`src/rtl/dds_reg_bank.sv`:
```
// Double-buffered DDS parameter bank: host writes go to shadow entries, and dirty entries move to
// active on the first sync_i after a commit. Optional readback port is built with DDS_REG_BANK_READBACK_EN.
module dds_reg_bank #(
    parameter int unsigned        DATA_W   = 8,
    parameter int unsigned        NUM_REGS = 4,
    parameter logic [DATA_W-1:0]  RST_VAL  = '0,
    localparam int unsigned       ADDR_W   = $clog2(NUM_REGS)
) (
    input  logic                         clk,
    input  logic                         rst_n,
    input  logic                         wr_en_i,
    input  logic [ADDR_W-1:0]            wr_addr_i,
    input  logic [DATA_W-1:0]            wr_data_i,
    input  logic                         commit_i,
    input  logic                         sync_i,
    output logic [NUM_REGS*DATA_W-1:0]   active_o,
    output logic [NUM_REGS-1:0]          upd_o,
    output logic                         busy_o,
    output logic                         pend_o,
    input  logic [ADDR_W-1:0]            rd_addr_i,
    input  logic                         rd_sel_i,
    output logic [DATA_W-1:0]            rd_data_o
);

    typedef enum logic [0:0] {StIdle, StArmed} state_e;

    state_e               state_q;
    logic [DATA_W-1:0]    shadow_q [NUM_REGS];
    logic [DATA_W-1:0]    active_q [NUM_REGS];
    logic [NUM_REGS-1:0]  dirty_q, dirty_d;
    logic [NUM_REGS-1:0]  upd_q;
    logic                 busy_q;
    logic                 pend_q;

    logic [NUM_REGS-1:0]  wr_mask;
    logic [NUM_REGS-1:0]  xfer_mask;
    logic                 xfer;

    always_comb begin
        wr_mask = '0;
        if (wr_en_i && (32'(wr_addr_i) < NUM_REGS)) begin
            wr_mask[wr_addr_i] = 1'b1;
        end
        xfer      = (state_q == StArmed) && sync_i;
        xfer_mask = xfer ? dirty_q : '0;
        // A write on the transfer edge keeps its entry dirty for the next commit.
        dirty_d   = (dirty_q & ~xfer_mask) | wr_mask;
    end

    always_ff @(posedge clk) begin
        if (!rst_n) begin
            state_q <= StIdle;
            busy_q  <= 1'b0;
            pend_q  <= 1'b0;
            upd_q   <= '0;
            dirty_q <= '0;
            for (int k = 0; k < int'(NUM_REGS); k++) begin
                shadow_q[k] <= RST_VAL;
                active_q[k] <= RST_VAL;
            end
        end else begin
            case (state_q)
                StIdle: begin
                    if (commit_i) begin
                        state_q <= StArmed;
                        busy_q  <= 1'b1;
                    end
                end
                StArmed: begin
                    if (sync_i) begin
                        state_q <= StIdle;
                        busy_q  <= 1'b0;
                    end
                end
                default: begin
                    state_q <= StIdle;
                    busy_q  <= 1'b0;
                end
            endcase
            for (int k = 0; k < int'(NUM_REGS); k++) begin
                if (xfer_mask[k]) active_q[k] <= shadow_q[k];
                if (wr_mask[k])   shadow_q[k] <= wr_data_i;
            end
            dirty_q <= dirty_d;
            pend_q  <= |dirty_d;
            upd_q   <= xfer_mask;
        end
    end

    for (genvar g = 0; g < int'(NUM_REGS); g++) begin : g_flat
        assign active_o[g*DATA_W +: DATA_W] = active_q[g];
    end

    assign upd_o  = upd_q;
    assign busy_o = busy_q;
    assign pend_o = pend_q;

`ifdef DDS_REG_BANK_READBACK_EN
    logic [DATA_W-1:0] rd_q;

    always_ff @(posedge clk) begin
        if (!rst_n) begin
            rd_q <= '0;
        end else if (32'(rd_addr_i) < NUM_REGS) begin
            rd_q <= rd_sel_i ? shadow_q[rd_addr_i] : active_q[rd_addr_i];
        end else begin
            rd_q <= '0;
        end
    end

    assign rd_data_o = rd_q;
`else
    logic unused_rd;
    assign unused_rd = ^{rd_addr_i, rd_sel_i};
    assign rd_data_o = '0;
`endif

endmodule
```
`config.mk`:
```
export PLATFORM = sky130hd
export DESIGN_NAME = dds_reg_bank
export DESIGN_NICKNAME = d
export VERILOG_FILES = /design/src/rtl/dds_reg_bank.sv
export SDC_FILE = /design/constraint.sdc
export NUM_CORES = 1
export LEC_CHECK = 0
export BUFFER_PORTS_ARGS = -buffer_cell sky130_fd_sc_hd__buf_2
export CAP_MARGIN = 20
export CORE_AREA = 5 5 83 85
export CTS_BUF_LIST = sky130_fd_sc_hd__clkbuf_8
export CTS_CLUSTER_SIZE = 30
export DETAILED_ROUTE_END_ITERATION = 16
export DIE_AREA = 0 0 88 90
export GPL_TIMING_DRIVEN = 1
export PLACE_DENSITY_LB_ADDON = 0.25
export SYNTH_ARGS = -nofsm -noshare
export SYNTH_HDL_FRONTEND = slang
export SYNTH_SLANG_ARGS = --single-unit
```
`constraint.sdc`:
```
create_clock -name clk -period 1.2 [get_ports clk]
set_input_delay 0.12 -clock clk [delete_from_list [all_inputs] [get_ports clk]]
set_output_delay 0.12 -clock clk [all_outputs]
set_load 0.01 [all_outputs]
```
Word level (Yosys, flattened, before mapping)
Memories as Yosys holds them, arrays and structs flattened.
Cells that the tools add are included.
{"block": "word_totals", "reg_bits": 11, "mem_count": 2, "input_bits": 18, "output_inout_bits": 46, "ram_bits": 64}
{"block": "classes", "n_lt_le_gt_ge": 2, "mux": 43, "n_eq_ne": 2, "n_bitwise": 12, "n_reduce_logical": 4}
{"memory": "active_q", "words": 4, "word_bits": 8, "read_ports": 4, "rd_ports_with_merged_regs": 0, "write_ports": 4, "line_no": "29", "rtl": "logic [DATA_W-1:0] active_q [NUM_REGS];"}
{"memory": "shadow_q", "words": 4, "word_bits": 8, "read_ports": 4, "rd_ports_with_merged_regs": 0, "write_ports": 4, "line_no": "28", "rtl": "logic [DATA_W-1:0] shadow_q [NUM_REGS];"}
{"op": "$mux 8", "n": 8}
{"op": "$mux 1", "n": 30}
{"op": "$mux 4", "n": 2}
{"op": "$or 1x1->1", "n": 8}
{"op": "$and 4x4->4", "n": 1}
{"op": "$ne 2x2->1 const B", "n": 2}
{"op": "$not 4->4", "n": 1}
{"op": "$or 4x4->4", "n": 1}
{"op": "$pmux 1 s2", "n": 2}
{"op": "$reduce_or 4->1", "n": 1}
{"op": "$lt 2x3->1 const B", "n": 1}
{"op": "$demux 1 s2", "n": 1}
{"op": "$ge 2x1->1 const B", "n": 1}
{"op": "$logic_and 1x1->1", "n": 2}
{"op": "$reduce_and 2->1", "n": 1}
{"op": "$not 1->1", "n": 1}

Depth between registers and ports, before layout
Gate-level depths: netlist of run 1.
{"block": "logic_depth", "depth_word": 9, "mapped_depth": 3, "ltp_nobuf": 2}

Worst setup path before layout of run 1
OpenSTA, ideal clock, no wires.
{"block": "synth_path", "path_type": "register to register", "from": "register state_q", "to": "memory active_q[0][0], enable pin", "path_stages_with_launch": 4, "setup_ps": 329, "path_slack_ps": 39, "arrival_time_ps": 832, "cell_sequence": "dfxtp_1 > buf_2 > nand3_1 > nand2_1"}
{"item": "start, declared", "line_no": "27", "rtl": "state_e state_q;"}
{"item": "start signal, assigned", "line_no": "52", "rtl": "state_q <= StIdle;"}
{"item": "start signal, assigned", "line_no": "65", "rtl": "state_q <= StArmed;"}
{"item": "start signal, assigned", "line_no": "71", "rtl": "state_q <= StIdle;"}
{"item": "end, declared", "line_no": "29"}

Final worst setup path of run 1
{"block": "layout_path", "from": "register dirty_q[0]", "to": "register pend_q (netlist: pend_o)"}
{"block": "layout_via", "elab_chain_cells": 5}
{"item": "start, declared", "line_no": "30", "rtl": "logic [NUM_REGS-1:0] dirty_q, dirty_d;"}
{"item": "start signal, assigned", "line_no": "84", "rtl": "dirty_q <= dirty_d;"}
{"item": "$mux 4", "line_no": "45", "rtl": "xfer_mask = xfer ? dirty_q : '0;"}
{"item": "$not 4->4", "line_no": "47", "rtl": "dirty_d = (dirty_q & ~xfer_mask) | wr_mask;"}
{"item": "$and 4x4->4 (*)", "line_no": "47"}
{"item": "$or 4x4->4 (*)", "line_no": "47"}
{"item": "$reduce_or 4->1 (*)", "line_no": "85", "rtl": "pend_q <= |dirty_d;"}
{"item": "end signal, assigned", "line_no": "85"}
{"item": "end, declared", "line_no": "33", "rtl": "logic pend_q;"}
Every way passes the cells marked *; elsewhere a longest branch is shown, timed or not.
A chain may end at the register's enable or synchronous reset.

==> run metrics, run 1 <==
placed inst area=0.00328 mm²; Psw=1.06 mW; die area=0.00792 mm²; CP endpoint kind=flip-flop; kind of critical path=reg -> reg; first-pass GRT wire length=7790 µm; Die Width=88 µm; Sink Count=75; cts bufs inserted=9; # fillers=519; post-synthesis sequential area ratio=73.1%; I/O Pins=64; Final Hold Viols=0; Overflow after GRT=0; Routed Wire Length=4850 µm; synthesis-to-layout area growth=17.7%; nets=275; drt first-iter violations=96; top cells by count, synth=and2_1, edfxtp_1, dfxtp_1; vias in the first global route=1508; Starting Density=47.8%; global-route met1 utilization=17.0%; Post-CTS Setup Inserts=0; max-slew violation count=0; Sw Share=21.5%; max cap viols=0; largest net degree at the start of global routing=25; CP max stage delay=0.51 ns; cell type with the largest total area after synthesis=edfxtp_1; worst path cell trace=or4_1 -> a22o_1; GRT busiest layer=met2; CTS Root Cell=clkbuf_8; P_leak=1.44 nW; worst setup path startpoint=dirty_q[0]; outcome=completed; Rows=29; Placer Congestion=0.706; CTS max path bufs=2; top_reg_cell synth=edfxtp_1; vias=1591; port bufs=52; Worst Hold Class=in -> reg; Seq cells post-synth=75; RSZ-0062 raised after global routing=false; Die Y=90 µm; H-tree levels=3; largest cells by area after synthesis=edfxtp_1, and2_1, dfxtp_1, buf_4, a21boi_0; Max Freq=870 MHz; Clk pwr share=32.8%; initial antenna violation count=0; Pwr Density=1420 mW/mm²; antenna cells=0; CP arrival=1.38 ns; met3 usage=4.57%; CTS tree=yes; Final Cell Area=0.00345 mm²; crit-path max FO=4; Post-route DRC=0; Crit-path slowest cell=or4_1; DPL Wire Length=3410 µm; vias per inst=4.71; clk_lat worst skew=0.34 ns; sequential group share of total power=61.2%; fin crit share=95.7%; Async SR Flop Fraction=0%; hold path startpoint=wr_en_i; synth warn=0; FF-to-FF Start=dirty_q[0]; combinational fraction of design power=6.0%; final setup vio count=0; number of flops mapped to enable cells by yosys=64; First-pass DRT Iterations=5; core area=0.00613 mm²; CTS Hold Buffers Added=0; VDD IR-drop max=0.673 mV; Min Hold Slack=0.140 ns; CP required=1.43 ns; Distinct cells, synth=22; top-area cell type share of the netlist area=65.6%; Cells after Synth=196; Clock Skews=0.00608 ns; Final min period=1.15 ns; Total GRT Usage=13.7%; P_int=3.85 mW; ANT nets after route=0; Syn Area/Cell=15.0 µm²; ratio of cells with drive above 1 in the final layout=31.0%; CP startpoint kind=flip-flop; WL/cell=14.3 µm; clk slew on worst S/H paths=0.07 ns; met2 usage=20.9%; Mapped Area=0.00293 mm²
cells by family (layout without fill, tap and decap cells):
logic type | after synthesis | in the layout | synth area share [%]
simple gates | 91 | 91 | 19.8
other cells | 1 | 8 | 0.128
flops | 75 | 75 | 73.1
compound gates | 13 | 13 | 3.54
buf+inv | 16 | 74 | 3.41
worst max-delay path: cells and delay by family (launching register included):
family	cells	cell delay, ns
AO/OA/AOI/OAI	1	0.19
flip-flops	1	0.33
AND/OR/NAND/NOR	1	0.51
final timing paths:
path	slack (ns)	to	cells after the start
setup / recovery	0.05	pend_o	2
hold / removal	0.14	pend_o	2
setup reg to reg	0.05	pend_o	2
hold reg to reg	0.52	active_q[3][6]	1
power groups by stage:
stage	registers (mW)	logic [mW]	clock network (mW)
2_1_floorplan	3.08	0.143	0
3_3_place_gp	3.06	0.294	0
3_5_place_dp	3.06	0.299	0
4_1_cts	3.00	0.300	1.65
5_1_grt	3.02	0.330	1.75
6_report	3.00	0.296	1.61
per-layer routing:
metal / routed length, µm / part of all wire (%) / vias to the layer above
met5: 0 / 0 / -
met4: 100 / 2.1 / 0
met3: 281 / 5.8 / 6
met2: 2440 / 50 / 40
met1: 2030 / 42 / 748
li1: - / - / 797
state kept, by name (all words and copies together), names as in the netlist:
signal / flops
busy_o: 1
pend_o: 1
dirty_q: 4
active_q: 32
upd_o: 4
shadow_q: 32
state_q: 1
layout by cell type, fill, tap and decap left out, types with 2 or more instances in the layout:
cell type / n
and2_1: 64
inv_1: 2
nand3_1: 5
and4_2: 2
nand2b_1: 2
nand2_2: 3
a21boi_0: 6
a21bo_2: 2
o21a_1: 4
nand2_1: 3
edfxtp_1: 64
buf_4: 6
buf_2: 52
and4_1: 3
clkbuf_8: 10
dfxtp_1: 10
and4b_1: 2
clkinv_2: 3
nor2b_1: 2
conb_1: 8
metrics by stage:
stage | setup slack (ns) | setup TNS (ns) | utilization (%) | power (mW) | cells
finish | 0.0512 | 0 | 56.3 | 4.91 | 338
global route | 0.0353 | 0 | 56.3 | 5.10 | 338
CTS | 0.0519 | 0 | 56.2 | 4.95 | 338
detailed placement | -0.0952 | -2.20 | 53.5 | 3.36 | 323
global placement | -0.0506 | -0.574 | 53.5 | 3.35 | 323
floorplan | 0.0389 | 0 | - | 3.22 | 203
timing repair:
action,CTS,global route
setup endpoints to repair,54,16
gates resized for setup,3,2
gates cloned,0,0
layout make-up:
cell class / instances / area [µm²] / area share, %
flip-flops and latches: 75 / 2140 / 62.1
multi-input cells: 112 / 724 / 21.0
repair buffers: 59 / 325 / 9.43
clock buffers: 10 / 138 / 3.99
well taps: 77 / 96.3 / 2.79
clock inverters: 5 / 22.5 / 0.653
No activity file was read; power rests on OpenSTA's default activity.
==> run 2, diff against run 1 <==
- CORE_AREA: 5 5 83 85 -> 5 5 85 87
- CTS_BUF_LIST: sky130_fd_sc_hd__clkbuf_8 -> not set
- DIE_AREA: 0 0 88 90 -> 0 0 90 92
==> run 2 against run 1 <==
Against the previous run:
- first-iteration DRC count is 9.4% lower
- sequential cell count did not move
- global-route usage decreased by 0.36 points
- critical path depth rose by 1
- setup slack got worse by 0.013 ns
- hold slack better by 0.00066 ns
- critical path type unchanged
- highest routed layer unchanged
- die area increased by 4.5%
- combinational power is 9.8% higher
==> run metrics, run 2 (synthesis results as in run 1) <==
WL/cell=14.9 µm; outcome=completed; Post-CTS Setup Inserts=0; worst path cell trace=buf_12 -> and4_2 -> and2_1; CP max stage delay=0.34 ns; biggest regs=active_q: 32 flops, shadow_q: 32 flops; worst hold path cell count=2; vias=1604; VDD IR-drop max=0.853 mV; reg2reg path depth=3; Routed Wire Length=5040 µm; CTS Root Cell=clkbuf_8; Critical Path End=active_q[0][0]; most frequent cells in the layout=and2_1, edfxtp_1, buf_2; clk_lat worst skew=0.34 ns; Sink Count=75; CP Buf/Inv Count=1; Final min period=1.16 ns; Worst Hold Class=in -> reg; CTS max path bufs=2; CTS Hold Buffers Added=0; DPL Wire Length=3510 µm; First-pass DRT Iterations=4; nets=274; ANT nets after route=0; CTS tree=yes; kind of critical path=reg -> reg; Die Width=90 µm; FF-to-FF Start=state_q; cell family with most CP delay=simple AND/OR/NAND/NOR gates; Max Freq=860 MHz; worst setup path startpoint=state_q; final setup vio count=0; fin util=56.7%; placed inst area=0.00332 mm²; Final Hold Viols=0; synthesis-to-layout area growth=21.5%; R2R Setup Slk=0.04 ns; total power=5.53 mW; Final Cell Area=0.00356 mm²; port bufs=52; clk slew on worst S/H paths=0.07 ns; initial antenna violation count=0; Post-route DRC=0; largest net degree at the start of global routing=25; Min Hold Slack=0.141 ns; I/O Pins=64; CP startpoint kind=flip-flop; Crit-path slowest cell=dfxtp_1; RSZ-0062 raised after global routing=false; antenna cells=0; Placer Congestion=0.759; die area=0.00828 mm²; max-slew violation count=0; P_leak=1.47 nW; ratio of cells with drive above 1 in the final layout=30.7%; Rows=29; core area=0.00628 mm²; Starting Density=46.7%; CP arrival=1.26 ns; RR Endpoint=active_q[0][0]; H-tree levels=3; CP required=1.30 ns; Overflow after GRT=0; cts bufs inserted=9; first-pass GRT wire length=8250 µm; Clock Skews=0.00715 ns; vias per inst=4.75; fin crit share=96.8%; CP Depth=3; Total GRT Usage=13.3%; CP endpoint kind=flip-flop; crit-path max FO=13; Die Y=92 µm; Pwr Density=1550 mW/mm²; vias in the first global route=1598; drt first-iter violations=87; max cap viols=0
[run 2: worst min-delay path by stage]
stage / start / endpoint / slack, ns
after global placement: wr_en_i / pend_o / 0.48
after floorplan: wr_en_i / pend_o / 0.25
after detailed placement: wr_en_i / pend_o / 0.49
after global routing: wr_data_i[3] / shadow_q[3][3] / 0.14
final: wr_data_i[0] / shadow_q[3][0] / 0.14
after CTS: wr_en_i / pend_o / 0.13
[run 2: per-stage QoR]
| stage | std cells | worst slack (ns) | setup TNS [ns] |
|---|---|---|---|
| after floorplan | 203 | 0.0389 | 0 |
| after global placement | 322 | 0.0257 | 0 |
| after detailed placement | 322 | -0.00628 | -0.0550 |
| after CTS | 338 | 0.0255 | 0 |
| after global routing | 338 | 0.00507 | 0 |
| final | 338 | 0.0379 | 0 |
[run 2: cell type report]
| class | count | area (µm²) |
|---|---|---|
| fill | 545 | 2720 |
| multi-input combinational | 112 | 724 |
| clock inverter | 7 | 106 |
| clock buffer | 9 | 124 |
| timing repair buffer | 58 | 368 |
| sequential | 75 | 2140 |
| tap | 77 | 96.3 |
[run 2: worst register-to-register path, stage by stage (launching register included)]
cell     delay, ns
dfxtp_1       0.34
buf_12        0.15
and4_2        0.26
and2_1        0.18
[run 2: report_power, final]
group / switching (mW) / internal, mW / total (mW)
Combinational: 0.191 / 0.134 / 0.325
Sequential: 0.0336 / 2.96 / 3.00
Clock: 0.854 / 1.36 / 2.21
Total: 1.08 / 4.45 / 5.53
[run 2: timing repair]
action | in CTS | in global routing
setup endpoints to repair | 16 | 17
resized for setup | 2 | 3
cloned | 0 | 0
hold endpoints to repair | 0 | 0
[run 2: layer usage]
layer / share of wire [%] / wire length, µm / global-route usage (%)
met5: 0 / 0 / 0
met4: 2.8 / 142 / 8.93
met3: 6.1 / 306 / 3.68
met2: 50 / 2510 / 20.2
met1: 41 / 2080 / 16.6
